## config.mk

```make
export PLATFORM = sky130hd
export DESIGN_NAME = tick_serial_tx
export DESIGN_NICKNAME = d
export VERILOG_FILES = /design/src/rtl/tick_serial_tx.sv
export SDC_FILE = /design/constraint.sdc
export NUM_CORES = 1
export LEC_CHECK = 0
export CAP_MARGIN = 20
export CORE_ASPECT_RATIO = 1.5
export CORE_MARGIN = 2
export CORE_UTILIZATION = 30
export CTS_CLUSTER_DIAMETER = 40
export DETAILED_ROUTE_END_ITERATION = 10
export SETUP_SLACK_MARGIN = 0.5
export SLEW_MARGIN = 10
export SYNTH_ARGS = -nofsm -noshare
export SYNTH_HDL_FRONTEND = slang
export SYNTH_SLANG_ARGS = --single-unit
```

## constraint.sdc

```tcl
create_clock -name clk -period 1.7 [get_ports clk]
set_clock_uncertainty 0.2 [all_clocks]
set_input_delay 0.34 -clock clk [delete_from_list [all_inputs] [get_ports clk]]
set_output_delay 0.34 -clock clk [all_outputs]
set_load 0.01 [all_outputs]
```

## src/rtl/tick_serial_tx.sv

```systemverilog
// Tick-paced serial transmitter: start bit, DATA_W data bits LSB first, stop bit.
// Each bit is held for one tick interval; words arrive over a valid/ready handshake.
module tick_serial_tx #(
  parameter int unsigned DATA_W = 8
) (
  input  logic              clk,
  input  logic              reset,
  input  logic              tick,
  input  logic              in_valid,
  input  logic [DATA_W-1:0] in_data,
  output logic              in_ready,
  output logic              tx,
  output logic              busy,
  output logic              done
);

  localparam int unsigned CNT_W = (DATA_W > 1) ? $clog2(DATA_W) : 1;
  localparam logic [CNT_W-1:0] CNT_LAST = CNT_W'(DATA_W - 1);

  typedef enum logic [2:0] {
    S_IDLE,
    S_ALIGN,
    S_START,
    S_DATA,
    S_STOP
  } state_t;

  state_t            r_state;
  state_t            w_state_nxt;
  logic              r_tx;
  logic              w_tx_nxt;
  logic              r_done;
  logic              w_done_nxt;
  logic [DATA_W-1:0] r_shreg;
  logic [DATA_W-1:0] w_shreg_nxt;
  logic [CNT_W-1:0]  r_cnt;
  logic [CNT_W-1:0]  w_cnt_nxt;

  always_ff @(posedge clk or posedge reset) begin
    if (reset) begin
      r_state <= S_IDLE;
      r_tx    <= 1'b1;
      r_done  <= 1'b0;
      r_shreg <= '0;
      r_cnt   <= '0;
    end else begin
      r_state <= w_state_nxt;
      r_tx    <= w_tx_nxt;
      r_done  <= w_done_nxt;
      r_shreg <= w_shreg_nxt;
      r_cnt   <= w_cnt_nxt;
    end
  end

  // Everything holds unless a tick arrives; done is a single-cycle pulse.
  always_comb begin
    w_state_nxt = r_state;
    w_tx_nxt    = r_tx;
    w_done_nxt  = 1'b0;
    w_shreg_nxt = r_shreg;
    w_cnt_nxt   = r_cnt;
    case (r_state)
      S_IDLE: begin
        if (in_valid) begin
          w_shreg_nxt = in_data;
          w_state_nxt = S_ALIGN;
        end
      end
      S_ALIGN: begin
        if (tick) begin
          w_tx_nxt    = 1'b0;
          w_state_nxt = S_START;
        end
      end
      S_START: begin
        if (tick) begin
          w_tx_nxt    = r_shreg[0];
          w_shreg_nxt = r_shreg >> 1;
          w_cnt_nxt   = '0;
          w_state_nxt = S_DATA;
        end
      end
      S_DATA: begin
        if (tick) begin
          if (r_cnt == CNT_LAST) begin
            w_tx_nxt    = 1'b1;
            w_state_nxt = S_STOP;
          end else begin
            w_tx_nxt    = r_shreg[0];
            w_shreg_nxt = r_shreg >> 1;
            w_cnt_nxt   = r_cnt + CNT_W'(1);
          end
        end
      end
      S_STOP: begin
        if (tick) begin
          w_done_nxt  = 1'b1;
          w_state_nxt = S_IDLE;
        end
      end
      default: begin
        w_tx_nxt    = 1'b1;
        w_state_nxt = S_IDLE;
      end
    endcase
  end

  assign in_ready = (r_state == S_IDLE);
  assign busy     = (r_state != S_IDLE);
  assign tx       = r_tx;
  assign done     = r_done;

endmodule

```

==> results.md <==
- Antenna Violating Nets Remaining: 0
- Overall global routing resource usage: 12.9%
- Seq cells post-synth: 16
- # nets final: 125
- Synth cell types: 27
- WP data arrival: about 1700 ps
- Global-route wire length before repair: slightly above 3 mm
- First-pass iteration count of the detailed router: 4
- Hpwl dp: 1.23 mm
- Row Count: 23
- TritonCTS clock tree: done
- CP Max Fanout: 8
- Initial cell density of the core: about a third
- Leak: around 0.64 nW
- Worst setup SP type: flop
- H-tree levels: 1
- Largest net degree at the start of global routing: 13
- Port Buf Inserts: 15
- Grt ovf: 0
- Setup Viol. Count Final: 8
- CP Buf/Inv Count: 2
- Die width: 47.6 µm
- DRT iter0 DRCs: 4
- Worst IR Drop VDD: 0.649 mV
- Post-Place Worst Slack: -351 ps
- Clk_lat worst skew: 250 ps
- Post-synthesis compound-gate area fraction: 14.2%
- Area of the multi-input gates: 504 µm²
- N_diodes: 0
- Share of layout cells above drive strength 1: 50.9%
- Via count: 691
- TritonCTS buffer count: 3
- PwrDens: 1480 nW/µm²
- Drt total wl: 1.86 mm
- # clock sinks: 16
- Placed insts: 131
- Core area: approximately 2700 µm²
- Max-slew violations: 0
- Final min period: approximately 1700 ps
- FF+latch area: 402 µm²
- Final Hold Fails: 0
- Final Cycle Share: 101%
- Post-Synth XOR/XNOR Area: 0%
- Max-Cap Viols: 0
- Mapped cell area: 855 µm²
- Routed WL per cell: 12.6 µm
- Clock transition at path regs: 60 ps
- CP Class: reg -> reg
- Main combinational cell family by area after synthesis: multiplexers
- Longest Clk Path Bufs: 2
- Setup ws final: -24.8 ps
- Status: finished with violations
- Initial antenna violation count: 0
- Setup TNS: -155 ps
- Root Driver: clkbuf_8
- Post-synthesis mux area share: roughly 21%
- Critical path, cell by cell: buf_6 -> mux2i_2 -> o32ai_4 -> buf_12 -> mux2_4
- DRC viols: 0
- RSZ-0062 raised after global routing: true
- CP Depth: 5
- Vias in the first global route: 704
- Syn Area/Cell: 11.2 µm²
- Full die area: 3300 µm²
- Crit-path leading delay family: multiplexers
- Cell area after layout: 1360 µm²
- Yosys warns: 0
- Slew @ Worst Pin: ~350 ps
- Synth Net Count: 90
- Io pins: 16
- Peak Freq: roughly 0.58 GHz
- Critical path endpoint category: flop
- Failing checks: negative setup slack
- Placed cell area: ~1100 µm²
- Area share of and/or/nand/nor cells after synthesis: 9.96%
- Critical Path Max Stage Delay: approximately 390 ps
- Slew margin rel.: 76.4%
- Finished Layout Cells: 147
- Critical Path RT: 1640 ps
- Synthesized instance count: 76
- Hold_buf cts: 0
- Slowest cell on crit path: dfrtp_1
- Area Overhead vs Synth: 59.2%
- Area share of fa/ha/maj cells after synthesis: 2.93%
- Filler cells: 256
- Min-Delay Path Class: in -> async
- Sequential area share after synthesis: 47.0%
- Gpl congestion: 0.697
- Number of vias per cell: 4.70
- DIE HEIGHT: 69.4 µm
- R2R depth: 5
power by group:
group | switching [mW] | leakage [nW] | total [mW] | internal [mW]
sequential | 0.0827 | 0.201 | 0.603 | 0.521
clock | 0.136 | 0.0288 | 0.342 | 0.206
combinational | 0.407 | 0.415 | 1.07 | 0.660
total | 0.627 | 0.644 | 2.01 | 1.39
logic make-up after synthesis:
logic type      after synthesis
compound gates               15
fa+ha+maj                     2
buf+inv                      11
flops                        16
mux                          16
simple gates                 16
registers in the layout (all words and copies together), names as in the netlist:
| signal | flops |
|---|---|
| r_state | 3 |
| tx | 1 |
| r_shreg | 8 |
| r_cnt | 3 |
| done | 1 |
stage by stage:
| stage | hold slack (ps) | power (mW) | utilization (%) |
|---|---|---|---|
| after floorplan | 53.0 | 1.21 | - |
| after global placement | 291 | 1.45 | 42.2 |
| after detailed placement | 291 | 1.47 | 42.2 |
| after CTS | 152 | 1.94 | 47.4 |
| after global routing | 175 | 2.15 | 50.3 |
| final | 143 | 2.01 | 50.3 |
cell usage after synthesis (all sizes together):
| cell type | n | share of area (%) |
|---|---|---|
| a32o | 1 | 1.2 |
| a22o | 1 | 1.0 |
| a22oi | 2 | 1.8 |
| nand2 | 6 | 2.6 |
| or3 | 1 | 0.73 |
| mux2i | 2 | 2.3 |
| o21ai | 3 | 1.8 |
| dfstp | 1 | 3.1 |
| mux2 | 14 | 18 |
| and4b | 1 | 1.2 |
| ha | 2 | 2.9 |
| and3 | 1 | 0.73 |
| a211oi | 1 | 0.88 |
| o32ai | 1 | 3.2 |
| dfrtp | 15 | 44 |
| o22ai | 1 | 0.73 |
| a21o | 2 | 1.8 |
| a31oi | 1 | 0.73 |
| nor2 | 3 | 1.3 |
| nand2b | 1 | 0.73 |
| nor4bb | 1 | 1.2 |
| inv | 5 | 2.2 |
| nor3 | 1 | 0.59 |
| nand3b | 1 | 0.88 |
| a21oi | 2 | 1.2 |
| clkbuf | 4 | 1.8 |
| buf | 2 | 1.2 |
cell usage in the layout, fill, tap and decap left out, types with 2 or more instances in the layout:
cell             synthesis  layout
o21ai_1                  0       2
buf_4                    0      14
nand2_2                  0       2
inv_1                    5       4
dfrtp_1                 15      15
buf_2                    2       2
clkbuf_8                 0       4
clkdlybuf4s50_1          0      10
a22oi_1                  2       2
a21o_1                   2       2
mux2_4                   0       7
nor2_1                   3       3
mux2_2                  14       7
a21oi_1                  2       2
nand2_1                  6       4
buf_6                    0       8
worst paths after layout:
kind / startpoint / to / slack, ps
max reg2reg: r_state[1] / r_shreg[6] / -20
max: r_state[1] / r_shreg[6] / -20
max in group asynchronous: reset / done / 710
min: reset / r_cnt[0] / 140
min in group clk: r_shreg[6] / r_shreg[6] / 310
min reg2reg: r_shreg[6] / r_shreg[6] / 310
layout make-up:
| cell class | instances | area share, % |
|---|---|---|
| clock buffers | 4 | 4.05 |
| inverters | 5 | 1.38 |
| multi-input cells | 49 | 37.1 |
| flip-flops and latches | 16 | 29.5 |
| well taps | 37 | 3.40 |
| repair buffers | 36 | 24.6 |
metal layers:
| metal | part of all wire [%] | global-route usage, % | vias up |
|---|---|---|---|
| li1 | - | - | 338 |
| met1 | 43 | 16.2 | 333 |
| met2 | 52 | 20.1 | 15 |
| met3 | 2.5 | 1.56 | 5 |
| met4 | 2.4 | 7.21 | 0 |
| met5 | 0 | 0 | - |
what timing repair did:
action,in CTS,in global routing
cloned,0,1
gates resized for setup,30,7
setup endpoints to repair,19,19
pin swaps,2,5
setup buffers,6,5
(Power assumes the default switching activity.)
